**src/rtl/fifo_stim_gen.sv**
```systemverilog
// Write-side traffic generator: pushes a ramp or Galois-LFSR sequence into a
// buffer write port, honouring full backpressure and a programmable idle gap.
module fifo_stim_gen #(
   parameter int                 DATA_W = 8,
   parameter int                 CNT_W  = 8,
   parameter int                 GAP_W  = 4,
   parameter logic [DATA_W-1:0]  TAPS   = 8'hB8,
   parameter logic [DATA_W-1:0]  SEED   = 8'h5A
) (
   input  logic                     refclk,
   input  logic                     rst_n,
   input  logic                     start,
   input  logic                     abort,
   input  logic                     mode,
   input  logic [CNT_W-1:0]         num_items,
   input  logic [GAP_W-1:0]         gap,
   input  logic signed [DATA_W-1:0] start_val,
   input  logic                     full,
   output logic                     wr_en,
   output logic signed [DATA_W-1:0] wr_data,
   output logic                     busy,
   output logic                     done,
   output logic [CNT_W-1:0]         pushed_cnt
);

   typedef enum logic [1:0] {
      S_IDLE,
      S_PUSH,
      S_GAP,
      S_DONE
   } state_e;

   localparam logic [DATA_W-1:0] DATA_ONE = DATA_W'(1);
   localparam logic [CNT_W-1:0]  CNT_ONE  = CNT_W'(1);
   localparam logic [GAP_W-1:0]  GAP_ONE  = GAP_W'(1);

   state_e              state_q, state_d;
   logic [DATA_W-1:0]   wr_data_q, wr_data_d;
   logic [CNT_W-1:0]    pushed_cnt_q, pushed_cnt_d;
   logic [CNT_W-1:0]    num_q, num_d;
   logic [GAP_W-1:0]    gap_q, gap_d;
   logic [GAP_W-1:0]    gcnt_q, gcnt_d;
   logic                mode_q, mode_d;
   logic                busy_q, busy_d;
   logic                done_q, done_d;
   logic                push;
   logic [DATA_W-1:0]   next_val;

   // Abort must suppress the strobe in the very cycle it is seen.
   assign push = (state_q == S_PUSH) && !full && !abort;

   assign next_val = mode_q ? ((wr_data_q >> 1) ^ (wr_data_q[0] ? TAPS : '0))
                            : (wr_data_q + DATA_ONE);

   always_comb begin
      // NOTE: every signal gets a default first so no path leaves it unassigned (no latches).
      state_d      = state_q;
      wr_data_d    = wr_data_q;
      pushed_cnt_d = pushed_cnt_q;
      num_d        = num_q;
      gap_d        = gap_q;
      gcnt_d       = gcnt_q;
      mode_d       = mode_q;

      unique case (state_q)
         S_IDLE: begin
            if (start && !abort) begin
               pushed_cnt_d = '0;
               if (num_items == '0) begin
                  state_d = S_DONE;
               end else begin
                  num_d   = num_items;
                  gap_d   = gap;
                  mode_d  = mode;
                  wr_data_d = (mode && (start_val == '0)) ? SEED : start_val;
                  state_d = S_PUSH;
               end
            end
         end
         S_PUSH: begin
            if (push) begin
               pushed_cnt_d = pushed_cnt_q + CNT_ONE;
               wr_data_d    = next_val;
               if (pushed_cnt_d == num_q) begin
                  state_d = S_DONE;
               end else if (gap_q != '0) begin
                  state_d = S_GAP;
                  gcnt_d  = gap_q;
               end
            end
         end
         S_GAP: begin
            if (gcnt_q == GAP_ONE) state_d = S_PUSH;
            else                   gcnt_d  = gcnt_q - GAP_ONE;
         end
         S_DONE: state_d = S_IDLE;
         default: state_d = S_IDLE;
      endcase

      if (abort && (state_q != S_IDLE)) state_d = S_IDLE;
   end

   // busy/done are registered from the next state so they line up with it.
   assign busy_d = (state_d == S_PUSH) || (state_d == S_GAP);
   assign done_d = (state_d == S_DONE);

   always_ff @(posedge refclk or negedge rst_n) begin
      if (!rst_n) begin
         state_q      <= S_IDLE;
         wr_data_q    <= '0;
         pushed_cnt_q <= '0;
         num_q        <= '0;
         gap_q        <= '0;
         gcnt_q       <= '0;
         mode_q       <= 1'b0;
         busy_q       <= 1'b0;
         done_q       <= 1'b0;
      end else begin
         // NOTE: non-blocking assignments so every flop samples pre-edge values.
         state_q      <= state_d;
         wr_data_q    <= wr_data_d;
         pushed_cnt_q <= pushed_cnt_d;
         num_q        <= num_d;
         gap_q        <= gap_d;
         gcnt_q       <= gcnt_d;
         mode_q       <= mode_d;
         busy_q       <= busy_d;
         done_q       <= done_d;
      end
   end

   assign wr_en      = push;
   assign wr_data    = wr_data_q;
   assign busy       = busy_q;
   assign done       = done_q;
   assign pushed_cnt = pushed_cnt_q;

endmodule

```
**config.mk**
```make
export PLATFORM = sky130hd
export DESIGN_NAME = fifo_stim_gen
export DESIGN_NICKNAME = d
export VERILOG_FILES = /design/src/rtl/fifo_stim_gen.sv
export SDC_FILE = /design/constraint.sdc
export NUM_CORES = 1
export LEC_CHECK = 0
export ABC_AREA = 1
export BUFFER_PORTS_ARGS = -buffer_cell sky130_fd_sc_hd__buf_2
export CAP_MARGIN = 30
export CORE_MARGIN = 4
export CORE_UTILIZATION = 40
export CTS_BUF_LIST = sky130_fd_sc_hd__clkbuf_16
export DETAILED_ROUTE_END_ITERATION = 16
export HOLD_SLACK_MARGIN = 0.1
export SYNTH_ARGS = -nofsm -noshare
export SYNTH_HDL_FRONTEND = slang
export SYNTH_SLANG_ARGS = --single-unit
```
**constraint.sdc**
```tcl
create_clock -name refclk -period 2.3 [get_ports refclk]
set_input_delay 0.46 -clock refclk [delete_from_list [all_inputs] [get_ports refclk]]
set_output_delay 0.46 -clock refclk [all_outputs]
set_load 0.02 [all_outputs]
```
Word-level counts from Yosys, hierarchy flattened
Index checks and enable logic that the tools add are counted.
W data, S select, Z words.
- memories kept: 0
- bits in registers: 37
- output and inout bits: 19
- logic and storage cells: 70
- memory bits (read-only): 0
- latch bits: 0
- RAM bits: 0
- div/mod/pow operators: 0
- $add $sub $neg: 3
- multiply operators: 0
- reductions and logical operators: 19
- bitwise operators: 2
- $lt $le $gt $ge: 0
- mux-type cells: 23
- equal/unequal tests: 14
- shift operators: 0
- operators by type and width (kind ; number):
    $mux W8 ; 8
    $pmux W8 S2 ; 2
    $add A8 B1 Y8 const B ; 2
    $logic_not A8 Y1 ; 2
    $mux W4 ; 4
    $mux W2 ; 7
    $ne A2 B2 Y1 const B ; 5
    $eq A2 B2 Y1 const B ; 4
    $eq A8 B8 Y1 ; 1
    $pmux W2 S4 ; 1
    $pmux W4 S2 ; 1
    $xor A7 B8 Y8 ; 1
    $reduce_and A3 Y1 ; 2
    $reduce_bool A2 Y1 ; 3
    $logic_and A1 B1 Y1 ; 5
    $reduce_and A5 Y1 ; 1
    $eq A2 B1 Y1 const B ; 2
    $eq A4 B1 Y1 const B ; 1
    $reduce_and A4 Y1 ; 1
    $reduce_bool A4 Y1 ; 1
    $sub A4 B1 Y4 const B ; 1
    $logic_not A1 Y1 ; 2
    $logic_not A2 Y1 ; 1
    $ne A2 B1 Y1 const B ; 1
    other kinds (2) ; 2

Longest topological paths before layout
Gate-level depths: netlist of the first run.
- depth after elaboration: 8
- depth in mapped cells: 15
- depth with buffers taken out: 14

Least setup slack after synthesis of the first run
No wires, ideal clock.
- path kind: register to register
- start: reg state_q[0]
- end: reg busy_q, in the netlist busy
- setup time: 0.126 ns
- slack: 0.230 ns
- period minus slack after synthesis: 2.070 ns
- cell stages (with the launch flop): 12
- data required time: 2.174 ns
- path buffers: 0
- arrival time: 1.945 ns
- cells stage by stage: dfrtp_1 -> inv_2 -> nor2_4 -> inv_2 -> nor3_4 -> inv_4 -> nor2_4 -> inv_2 -> a22oi_4 -> and2_1 -> a21oi_1 -> ha_1
- word-level cells in the longest chain between the ends: 8
- elaborated cells on any way between the ends: 18
- classes of those cells: eq/ne (5); mux (7); reduce/logical (6)
- RTL lines (element ; RTL line ; RTL):
    start, declared ; 37 ; state_e state_q, state_d;
    start signal, assigned ; 120 ; state_q <= state_d;
    $eq A2 B1 Y1 * ; 50 ; assign push = (state_q == S_PUSH) && !full && !abort;
    $logic_and A1 B1 Y1 * (2 in series) ; 50 ;
    via wr_en ; 19 ; output logic wr_en,
    $mux W2 * ; 81 ; if (push) begin
    $pmux W2 S4 * ; 65 ; unique case (state_q)
    $mux W2 * ; 100 ; if (abort && (state_q != S_IDLE)) state_d = S_IDLE;
    via state_d[0] ; 37 ;
    $eq A2 B1 Y1 / $eq A2 B2 Y1 (equally long branches) ; 104 ; assign busy_d = (state_d == S_PUSH) || (state_d == S_GAP);
    $logic_or A1 B1 Y1 * ; 104 ;
    via busy_d ; 44 ; logic busy_q, busy_d;
    end signal, assigned ; 127 ; busy_q <= busy_d;
    end, declared ; 44 ;
Mark *: on every way through the listed nets, which the timed path passes. The rest lies on a longest branch.
A chain may end at the register's enable or synchronous reset.

Final worst setup path of the first run
- start: reg pushed_cnt_q[1], in the netlist pushed_cnt[1]
- end: reg busy_q, in the netlist busy
- word-level cells in the longest chain between the ends: 8
- elaborated cells on any way between the ends: 9
- classes of those cells: add/sub (1); eq/ne (3); mux (4); reduce/logical (1)
- RTL lines (element ; RTL line ; RTL):
    start, declared ; 39 ; logic [CNT_W-1:0] pushed_cnt_q, pushed_cnt_d;
    start signal, assigned ; 122 ; pushed_cnt_q <= pushed_cnt_d;
    $add A8 B1 Y8 * ; 82 ; pushed_cnt_d = pushed_cnt_q + CNT_ONE;
    $eq A8 B8 Y1 * ; 84 ; if (pushed_cnt_d == num_q) begin
    $mux W2 * ; 84 ;
    $mux W2 * ; 81 ;
    $pmux W2 S4 * ; 65 ;
    $mux W2 * ; 100 ;
    via state_d[1] ; 37 ;
    $eq A2 B1 Y1 / $eq A2 B2 Y1 (equally long branches) ; 104 ;
    $logic_or A1 B1 Y1 * ; 104 ;
    via busy_d ; 44 ;
Marked as above.

==> summary.md, run 1 <==
| Metric | Value |
|---|---|
| Max IR drop VDD | 0.570 mV |
| Library cells used by synthesis | 36 |
| Layout area overhead | 20.9% |
| Htree depth | 2 |
| Seq pwr share | 37.0% |
| Outcome | finished, final reports clean |
| Yosys Warn Count | 0 |
| Setup Crit Path Kind | reg -> reg |
| WP data required | 2.46 ns |
| Delay of the slowest critical-path stage | 0.40 ns |
| Post-Layout Cell Count | 416 |
| Total power | 0.00323 W |
| Leakage | 1.36 nW |
| Pin slew with the least headroom to its limit | 0.858 ns |
| CTS Buf Count | 5 |
| DRT Pass-1 Iters | 4 |
| Share of layout cells above drive strength 1 | 21.7% |
| Critical Path End | busy |
| Vias in the first global route | 1974 |
| Reg2reg end | busy |
| Mux share of post-synthesis cell area | 1.51% |
| Seq/Total Area, Yosys | 41.5% |
| Kind of start point of the critical path | register |
| Max-slew violations | 0 |
| DP Worst Slack | 0.154 ns |
| Sw Ratio | 42.9% |
| Fillcell total | 552 |
| Via count | 2095 |
| Critical-path cell list | ha_1 -> or2_2 -> nand2_1 -> nand2_1 -> nand2_1 -> nand3_1 -> nor3_1 -> nand4_1 -> a21oi_2 -> ha_1 |
| Aggregate global-route resource usage | 17.3% |
| Largest net degree at the start of global routing | 38 |
| Post-synthesis compound-gate area fraction | 13.8% |
| DR WL/cell | 13.0 µm |
| Clock share of power | 19.7% |
| Sink Count | 37 |
| Die width | 82.7 µm |
| Io pins | 45 |
| Setup ws final | 0.179 ns |
| Fin Clk Skew | 0.00420 ns |
| Avg Synthesized Cell Area | 7.57 µm² |
| Bufs on Longest Clock Path | 2 |
| RSZ-0062 raised after global routing | no |
| Worst R2R Start | pushed_cnt[1] |
| Die height | 82.7 µm |
| Largest family of logic cells by synthesized area | simple AND/OR/NAND/NOR gates |
| Starting DRT DRC Count | 115 |
| Post-CTS Setup Bufs | 0 |
| Comb pwr share | 43.3% |
| Final min period | 2.12 ns |
| Worst Setup SP | pushed_cnt[1] |
| Crit path max-delay cell type | dfrtp_1 |
| Final Setup Violations | 0 |
| Hold Path Class | in -> async |
| First-pass GRT wire length | 9090 µm |
| CTS root buf | clkbuf_16 |
| Ant. Diodes | 0 |
| Reg2reg path depth | 10 |
| Internal power | 0.00185 W |
| Crit-path max FO | 4 |
| TNS Setup | 0 ns |
| Tcrit/Tclk final | 92.2% |
| Flop2flop setup slack | 0.18 ns |
| Vias per cell | 5.04 |
| Total grt overflow | 0 |
| Number of remaining DRC errors | 0 |
| Routed wire length | 5410 µm |
| Nets | 377 |
| Core ar. | 0.00527 mm² |
| DP HPWL | 4100 µm |
| I/O Buffers | 44 |
| Switching power | 0.00139 W |
| Most frequent cells in the layout | nand2_1, buf_2, inv_1, dfrtp_1, o21ai_0 |
| Final Hold Vio Count | 0 |
| Simple-Gate Fraction of Synth Area | 28.5% |
| Xor and xnor area share after synthesis | 3.53% |
| Fmax | 471 MHz |
| Antenna Nets Post-Route | 0 |
| Cell Area, Synth | 0.00223 mm² |
| Die area | 0.00684 mm² |
| Worst path arrival time | 2.28 ns |
| Placed insts | 409 |
| Initial Util | 42.4% |
| Clk pin slew, worst setup/hold paths | 0.06 ns |
| Crit end category | register |
| Initial antenna violation count | 0 |
| Yosys reg bits | 37 |
| RePlAce Congestion | 0.829 |
| Row cnt | 26 |
| Leading cell type in the layout, fill and taps excluded | nand2_1 |
| Power per cell area | 1200 mW/mm² |
| Max_cap viols | 0 |
| Most used cell along the critical path | nand2_1 |
| Post-Syn Instances | 295 |
| CTS tree | done |
| Clk_lat worst skew | 0.27 ns |
| Area share of fa/ha/maj cells after synthesis | 2.80% |
| Mapped Nets | 326 |
| Rel. slew slack | 42.8% |
==> per-stage QoR <==
step	area, µm²	hold slack [ns]	util, %
after floorplan	2230	0.164	-
after global placement	2560	0.488	48.5
after detailed placement	2560	0.490	48.5
after CTS	2690	0.343	51.0
after global routing	2700	0.383	51.2
final	2700	0.299	51.2
==> cells in the mapped netlist, drive strengths merged <==
cell    count  area, µm²
nand2      74        288
inv        42        160
dfrtp      37        926
o21ai      29        145
nand3      24        120
nor2       22        100
a21oi       9       45.0
nor3        7       46.3
clkbuf      5       20.0
ha          5       62.6
nand4       5       31.3
o22ai       5       31.3
xor2        5       43.8
xnor2       4       35.0
a22oi       3       36.3
a31oi       3       18.8
mux2        3       33.8
nor4        3       18.8
or2         3       18.8
and2        1       6.26
clkinv      1       5.00
nand3b      1       7.51
o211ai      1       7.51
o221ai      1       8.76
o311ai      1       8.76
o31ai       1       7.51
==> repair_timing <==
item	4_1_cts	5_1_grt
resized for setup	0	2
hold buffers	0	0
setup endpoints to repair	0	1
==> kinds of logic (layout without fill, tap and decap cells) <==
kind of cell	Yosys count	count (layout)
flops	37	37
simple gates	140	140
fa+ha+maj	5	5
compound gates	53	53
buf+inv	48	99
mux	3	3
xor+xnor	9	9
==> state kept, by name, indices dropped and copies added (netlist names) <==
name and count:
busy 1, done 1, gap_q 4, gcnt_q 4, mode_q 1, num_q 8, pushed_cnt 8, state_q 2
wr_data 8
==> area by class of cell <==
class                           count  area, µm²  area share [%]
Clock buffer                        5        125            4.64
Multi-Input combinational cell    210       1130            41.8
Timing Repair Buffer               49        258            9.55
Tap cell                           70       87.6            3.25
Sequential cell                    37        926            34.3
Inverter                           43        165            6.12
Clock inverter                      2       7.51           0.278
==> metal layers <==
metal  track usage [%]  part of all wire, %  vias to the layer above
li1                  -                    -                     1077
met1              24.1                   49                      965
met2              27.6                   46                       48
met3              3.47                  4.6                        5
met4              3.92                 0.83                        0
met5                 0                    0                        -
==> critical path: cells and delay by family (launching register included) <==
| kind | cells | cell delay, ns |
|---|---|---|
| compound gates | 1 | 0.20 |
| flops | 1 | 0.40 |
| simple gates | 7 | 0.93 |
| fa+ha+maj | 2 | 0.48 |
==> worst min path at each step <==
| stage | endpoint | depth (start not counted) | slack [ns] | startpoint |
|---|---|---|---|---|
| after floorplan | busy | 0 | 0.16 | rst_n |
| after global placement | num_q[1] | 2 | 0.49 | num_q[1] |
| after detailed placement | gcnt_q[1] | 2 | 0.49 | gcnt_q[1] |
| after CTS | num_q[5] | 1 | 0.34 | rst_n |
| after global routing | num_q[5] | 1 | 0.38 | rst_n |
| final | pushed_cnt[2] | 1 | 0.30 | rst_n |
==> power by group through the flow <==
stage	sequential [W]	clock (W)	combinational, W
after detailed placement	0.00120	0	0.00140
final	0.00119	0.000637	0.00140
after global routing	0.00123	0.000686	0.00160
after CTS	0.00119	0.000652	0.00140
after global placement	0.00120	0	0.00138
after floorplan	0.00123	0	0.000946
(Power assumes the default switching activity.)
==> run 2, diff against run 1 <==
--- a/config.mk
+++ b/config.mk
@@ -5,12 +5,12 @@
 export SDC_FILE = /design/constraint.sdc
 export NUM_CORES = 1
 export LEC_CHECK = 0
-export ABC_AREA = 1
 export BUFFER_PORTS_ARGS = -buffer_cell sky130_fd_sc_hd__buf_2
 export CAP_MARGIN = 30
 export CORE_MARGIN = 4
 export CORE_UTILIZATION = 40
 export CTS_BUF_LIST = sky130_fd_sc_hd__clkbuf_16
+export CTS_CLUSTER_SIZE = 28
 export DETAILED_ROUTE_END_ITERATION = 16
 export HOLD_SLACK_MARGIN = 0.1
 export SYNTH_ARGS = -nofsm -noshare
==> run 2 against run 1 <==
  * The run now ends with setup timing left
  * Critical path type unchanged
  * Die area up 3.7%
  * Area after synthesis is 4.1% higher
  * Clock power down 0.9%
  * First-iteration DRC count decreased by 17%
  * Non-clock buffer count is 26 higher
  * Via count grew 1.1%
  * Sequential share of layout area down 3.0 points
  * Global-route usage is 0.40 points lower
==> summary.md, run 2 <==
| Metric | Value |
|---|---|
| Simple-Gate Fraction of Synth Area | 23.5% (-5.0 points) |
| Row cnt | 27 (+3.8%) |
| Finished layout cell area | 0.00297 mm² (+10%) |
| Async set-reset flop share out of synthesis | 100% (unchanged) |
| Share of layout cells above drive strength 1 | 34.1% (+12 points) |
| Cell Area, Synth | 0.00232 mm² (+4.1%) |
| CTS tree | done |
| Leading cell type in the layout, fill and taps excluded | nand2_1 |
| Worst path arrival time | 2.47 ns (+0.19 ns) |
| Nets | 359 (-4.8%) |
| Post-synth top area cell | dfrtp_1 |
| Rel. slew slack | 72.2% (+29 points) |
| DP HPWL | 4380 µm (+6.7%) |
| Starting DRT DRC Count | 95 (-17%) |
| Die area | 0.00710 mm² (+3.7%) |
| Top cells by area, synth | dfrtp_1, nand2_1, o21ai_0, mux2_2, xor2_1 |
| Clk_lat worst skew | 0.28 ns (about the same) |
| Die width | 84.2 µm (+1.9%) |
| Crit-path max FO | 5 (+1) |
| CTS Buf Count | 5 (unchanged) |
| RePlAce Congestion | 0.870 (+4.9%) |
| RSZ-0062 raised after global routing | yes |
| Final Hold Vio Count | 0 (unchanged) |
| Vias in the first global route | 1998 (+1.2%) |
| Bufs on Longest Clock Path | 2 (unchanged) |
| Most frequent cell after synthesis | nand2_1 |
| Avg Synthesized Cell Area | 8.98 µm² (+19%) |
| Kind of start point of the critical path | register |
| Largest net degree at the start of global routing | 27 (-29%) |
| Seq/Total Area, Yosys | 39.8% (-1.7 points) |
| Total grt overflow | 0 (unchanged) |
| Total power | 0.00339 W (+5.1%) |
| DRT Pass-1 Iters | 5 (+1) |
| Post-synth top flop | dfrtp_1 |
| Leakage | 1.39 nW (+2.6%) |
| Fin Clk Skew | 0.00473 ns (+0.000531 ns) |
| Layout area overhead | 27.9% |
| Post-synthesis compound-gate area fraction | 18.0% (+4.2 points) |
| CTS root buf | clkbuf_16 |
| Mapped Nets | 290 (-11%) |
| Routed wire length | 5730 µm (+5.8%) |
| Fmax | 432 MHz (-8.3%) |
| Setup Crit Path Kind | reg -> reg |
| Pin slew with the least headroom to its limit | 0.413 ns (-0.445 ns) |
| Placed inst area | 0.00279 mm² (+9.1%) |
| Hold Path Class | in -> reg |
| Ant. Diodes | 0 (unchanged) |
| Antenna Nets Post-Route | 0 (unchanged) |
| Clk pin slew, worst setup/hold paths | 0.06 ns (about the same) |
| Xor and xnor area share after synthesis | 6.03% (+2.5 points) |
| Final Setup Violations | 1 (+1) |
| Io pins | 45 (unchanged) |
| Final min period | 2.31 ns (+0.191 ns) |
| Placed insts | 390 (-4.6%) |
| Area share of fa/ha/maj cells after synthesis | 2.69% (-0.11 points) |
| Mux share of post-synthesis cell area | 6.19% (+4.7 points) |
| Post-synth EDFFs | 0 (unchanged) |
| Initial Util | 41.7% (-0.65 points) |
| Power per cell area | 1140 mW/mm² (-4.7%) |
| Synth top area share | 39.8% (-1.7 points) |
| Max-slew violations | 0 (unchanged) |
| Sink Count | 37 (unchanged) |
| Largest family of logic cells by synthesized area | simple AND/OR/NAND/NOR gates |
| Via count | 2117 (+1.1%) |
| Most frequent cells in the layout | nand2_1, buf_2, dfrtp_1, buf_4, o21ai_0 |
| DR WL/cell | 14.3 µm (+10%) |
| Yosys reg bits | 37 (unchanged) |
| Max IR drop VDD | 0.561 mV (-1.5%) |
| First-pass GRT wire length | 9830 µm (+8.2%) |
| Yosys Warn Count | 0 (unchanged) |
| Synth top cells by count | nand2_1, dfrtp_1, o21ai_0, clkbuf_1, nor2_1 |
| Die height | 84.2 µm (+1.9%) |
| Initial antenna violation count | 0 (unchanged) |
| Outcome | finished, violations left |
| WP data required | 2.46 ns (about the same) |
| Htree depth | 2 (unchanged) |
| Post-Syn Instances | 259 (-12%) |
| Aggregate global-route resource usage | 16.9% (-0.40 points) |
| Tcrit/Tclk final | 101% (+8.3 points) |
| Vias per cell | 5.29 (+5.1%) |
| Core ar. | 0.00557 mm² (+5.8%) |
| Failing checks | setup timing |
| Setup ws final | -0.0121 ns (-0.191 ns) |
| Post-Layout Cell Count | 400 (-3.8%) |
| I/O Buffers | 44 (unchanged) |
| Max_cap viols | 0 (unchanged) |
| Library cells used by synthesis | 53 (+47%) |
| Crit end category | register |
| Number of remaining DRC errors | 0 (unchanged) |
==> run 2: changes by cell type after synthesis, moves of 4 or more <==
cell / before / now
xor2_1: 5 / 9
nand3_1: 24 / 8
nand2b_1: 0 / 4
nand2_1: 72 / 47
nand4_1: 5 / 0
o21ai_0: 27 / 22
nor2_1: 19 / 11
inv_1: 37 / 6
inv_2: 4 / 0
mux2_2: 3 / 9
clkbuf_1: 4 / 11
==> run 2: final timing paths <==
| path | slack (ns) | end | from | cells past startpoint |
|---|---|---|---|---|
| setup reg to reg | -0.01 | busy | pushed_cnt[0] | 7 |
| setup / recovery | -0.01 | busy | pushed_cnt[0] | 7 |
| max in group asynchronous | 1.05 | state_q[0] | rst_n | 3 |
| hold / removal | 0.39 | num_q[6] | num_items[6] | 3 |
| hold reg to reg | 0.50 | num_q[7] | num_q[7] | 2 |
| min in group asynchronous | 0.59 | pushed_cnt[5] | rst_n | 2 |
==> run 2: layer usage <==
metal  GRT usage (%)  share of wire [%]  routed length [µm]  vias to the layer above
met3            3.34                5.3                 301                        2
met5               0                  0                   0                        -
li1                -                  -                   -                     1071
met2            25.6                 46                2610                       62
met4            4.39               0.51                  29                        0
met1            24.6                 49                2780                      982
==> run 2: what timing repair did <==
action                                  4_1_cts  5_1_grt
buffers inserted                              1        1
hold buffers                                  1        0
endpoints found under the hold margin        11        0
endpoints found under the setup margin        2        5
gates resized for setup                       3        3
pin swaps                                     1        1
==> run 2: logic make-up after synthesis <==
family | after synthesis
compound gates | 62
xor+xnor | 16
fa+ha+maj | 5
buf+inv | 19
flops | 37
mux | 13
simple gates | 107
==> run 2: where the power goes <==
| group | internal (W) | switching (W) |
|---|---|---|
| registers | 0.000908 | 0.000317 |
| clock network | 0.000387 | 0.000243 |
| logic | 0.000751 | 0.000788 |
==> run 2: cell type report <==
type	count	area, µm²
fill	546	2600
multi-input combinational	203	1340
sequential	37	932
timing repair buffer	75	455
clock buffer	5	125
tap	72	90.1
inverter	6	26.3
clock inverter	2	7.51
==> run 2: worst max-delay path, cell delays in order (launching register included) <==
cell and delay, ns:
dfrtp_2 0.42, nand3_4 0.09, or4b_1 0.46, a31o_1 0.21, a2111oi_4 0.37, o21ai_1 0.14
a211oi_2 0.23, ha_1 0.27
==> run 2: metrics by stage <==
stage,TNS (ns),setup WS (ns),utilization [%],hold WS [ns]
global placement,-0.0458,-0.0315,50.1,0.357
global route,-0.299,-0.135,53.4,0.397
finish,-0.0121,-0.0121,53.4,0.393
CTS,-0.0330,-0.0276,53.0,0.386
floorplan,-0.248,-0.165,-,0.164
detailed placement,-0.131,-0.0845,50.1,0.359
==> run 3, diff against run 2 <==
--- a/config.mk
+++ b/config.mk
@@ -8,7 +8,7 @@
 export BUFFER_PORTS_ARGS = -buffer_cell sky130_fd_sc_hd__buf_2
 export CAP_MARGIN = 30
 export CORE_MARGIN = 4
-export CORE_UTILIZATION = 40
+export CORE_UTILIZATION = 30
 export CTS_BUF_LIST = sky130_fd_sc_hd__clkbuf_16
 export CTS_CLUSTER_SIZE = 28
 export DETAILED_ROUTE_END_ITERATION = 16
==> run 3 against run 2 <==
  * The flow still finishes with violations (setup timing)
  * Fmax decreased by 1.8%
  * Total power grew 9.4%
  * Count of clock-buffer cells in the layout unchanged
  * Flip-flop and latch count unchanged
  * Die area increased by 30%
  * Clock power is 41% higher
  * Critical path depth grew 1
  * Non-clock buffer count unchanged
  * Routed wire length is 5.0% higher
  * Global-route usage shrank 3.6 points
==> summary.md, run 3 (same netlist as run 2, synthesis figures left out) <==
| Metric | Value |
|---|---|
| Outcome | finished, violations left |
| Failing checks | setup timing |
| Leading cell type in the layout, fill and taps excluded | nand2_1 |
| DP HPWL | 4410 µm (+0.82%) |
| Max_cap viols | 0 (unchanged) |
| Share of layout cells above drive strength 1 | 36.2% (+2.0 points) |
| Kind of start point of the critical path | register |
| DR WL/cell | 14.0 µm (-1.9%) |
| Final core utilization | 41.5% (-12 points) |
| Vias per cell | 5.12 (-3.2%) |
| Core ar. | 0.00741 mm² (+33%) |
| CTS Buf Count | 5 (unchanged) |
| Crit-path max FO | 5 (unchanged) |
| WP data required | 2.46 ns (about the same) |
| Fillcell total | 735 (+35%) |
| Reg2reg path depth | 8 (+1) |
| Die height | 96.0 µm (+14%) |
| Top delay family on crit path | compound AO/OA/AOI/OAI gates |
| Aggregate global-route resource usage | 13.3% (-3.6 points) |
| Ant. Diodes | 0 (unchanged) |
| Crit end category | register |
| DP Worst Slack | -0.0646 ns (+0.0199 ns) |
| Initial Util | 31.4% (-10 points) |
| Total power | 0.00371 W (+9.4%) |
| Critical-path cell list | ha_2 -> xor2_1 -> o211ai_1 -> a21oi_2 -> a2111oi_4 -> o21ai_1 -> a211oi_2 -> ha_1 |
| Tcrit/Tclk final | 102% (+1.8 points) |
| Final Hold Vio Count | 0 (unchanged) |
| Layout area overhead | 32.3% |
| Buf/Inv on CP | 0 (unchanged) |
| Pin slew with the least headroom to its limit | 0.499 ns (+0.0860 ns) |
| Total grt overflow | 0 (unchanged) |
| Final Setup Violations | 1 (unchanged) |
| TNS Setup | -0.0535 ns (-0.0414 ns) |
| Max IR drop VDD | 0.492 mV (-12%) |
| Final min period | 2.35 ns (+0.0414 ns) |
| Clk_lat worst skew | 0.28 ns (about the same) |
| Largest net degree at the start of global routing | 38 (+41%) |
| RSZ-0062 raised after global routing | yes |
| Routed wire length | 6010 µm (+5.0%) |
| Starting DRT DRC Count | 109 (+15%) |
| Fin Clk Skew | 0.00465 ns (-0.0000866 ns) |
| Via count | 2193 (+3.6%) |
| CTS tree | done |
| Levels on crit path | 8 (+1) |
| Rel. slew slack | 66.7% (-5.5 points) |
| Most frequent cells in the layout | nand2_1, buf_2, dfrtp_1, buf_4, o21ai_0 |
| RePlAce Congestion | 0.834 (-4.1%) |
| Leakage | 1.42 nW (+2.2%) |
| Max-slew violations | 0 (unchanged) |
| I/O Buffers | 44 (unchanged) |
| Vias in the first global route | 2031 (+1.7%) |
| Sink Count | 37 (unchanged) |
| Die width | 96.0 µm (+14%) |
| Row cnt | 31 (+15%) |
| Io pins | 45 (unchanged) |
| Number of remaining DRC errors | 0 (unchanged) |
| Die area | 0.00922 mm² (+30%) |
| Nets | 359 (unchanged) |
| Fmax | 425 MHz (-1.8%) |
| First-pass GRT wire length | 9610 µm (-2.2%) |
| Bufs on Longest Clock Path | 2 (unchanged) |
| CTS root buf | clkbuf_16 |
| Initial antenna violation count | 0 (unchanged) |
| Clk pin slew, worst setup/hold paths | 0.06 ns (about the same) |
| Crit path max-delay cell type | dfrtp_2 |
| Delay of the slowest critical-path stage | 0.45 ns (about the same) |
| DRT Pass-1 Iters | 4 (-1) |
| Setup Crit Path Kind | reg -> reg |
| Power per cell area | 1210 mW/mm² (+5.8%) |
| Setup ws final | -0.0535 ns (-0.0414 ns) |
| Hold Path Class | in -> async |
| Antenna Nets Post-Route | 0 (unchanged) |
| Htree depth | 2 (unchanged) |
| Worst path arrival time | 2.52 ns (+0.05 ns) |
==> run 3: final timing paths <==
path                       slack [ns]          start            end
setup / recovery                -0.05  pushed_cnt[0]           busy
hold / removal                   0.22          rst_n  pushed_cnt[6]
setup reg to reg                -0.05  pushed_cnt[0]           busy
hold reg to reg                  0.50       num_q[1]       num_q[1]
max in group asynchronous        1.69          rst_n     state_q[0]
min in group refclk              0.38   num_items[6]       num_q[6]
==> run 3: routing by layer <==
| layer | vias up | GRT usage [%] | wire, µm |
|---|---|---|---|
| met5 | - | 0 | 0 |
| met4 | 0 | 4.62 | 87 |
| met3 | 9 | 2.58 | 305 |
| met2 | 59 | 19.3 | 2580 |
| met1 | 1061 | 19.6 | 3040 |
| li1 | 1064 | - | - |
==> run 3: area by class of cell <==
cell class	instances	area [µm²]	share of cell area [%]
multi-input cells	203	1350	43.9
flip-flops and latches	37	932	30.3
repair buffers	75	453	14.7
clock buffers	5	125	4.07
well taps	99	124	4.03
clock inverters	3	65.1	2.12
inverters	6	26.3	0.854
==> run 3: metrics by stage <==
step                instances  hold WS (ns)  area [µm²]
finish                    428         0.219        3080
detailed placement        417         0.489        2830
global placement          417         0.482        2830
CTS                       427         0.251        3030
global route              428         0.279        3080
floorplan                 259         0.164        2330
==> run 3: power by group <==
group          switching (W)  leakage [nW]  internal (W)
sequential          0.000330         0.457      0.000907
clock               0.000271        0.0938      0.000619
combinational       0.000808         0.873      0.000778
total                0.00141          1.42       0.00230
==> run 3: repair_timing <==
action	CTS	global route
pin swaps	2	4
hold buffers	0	0
resized for setup	1	8
endpoints found under the setup margin	2	6
buffers inserted	2	1
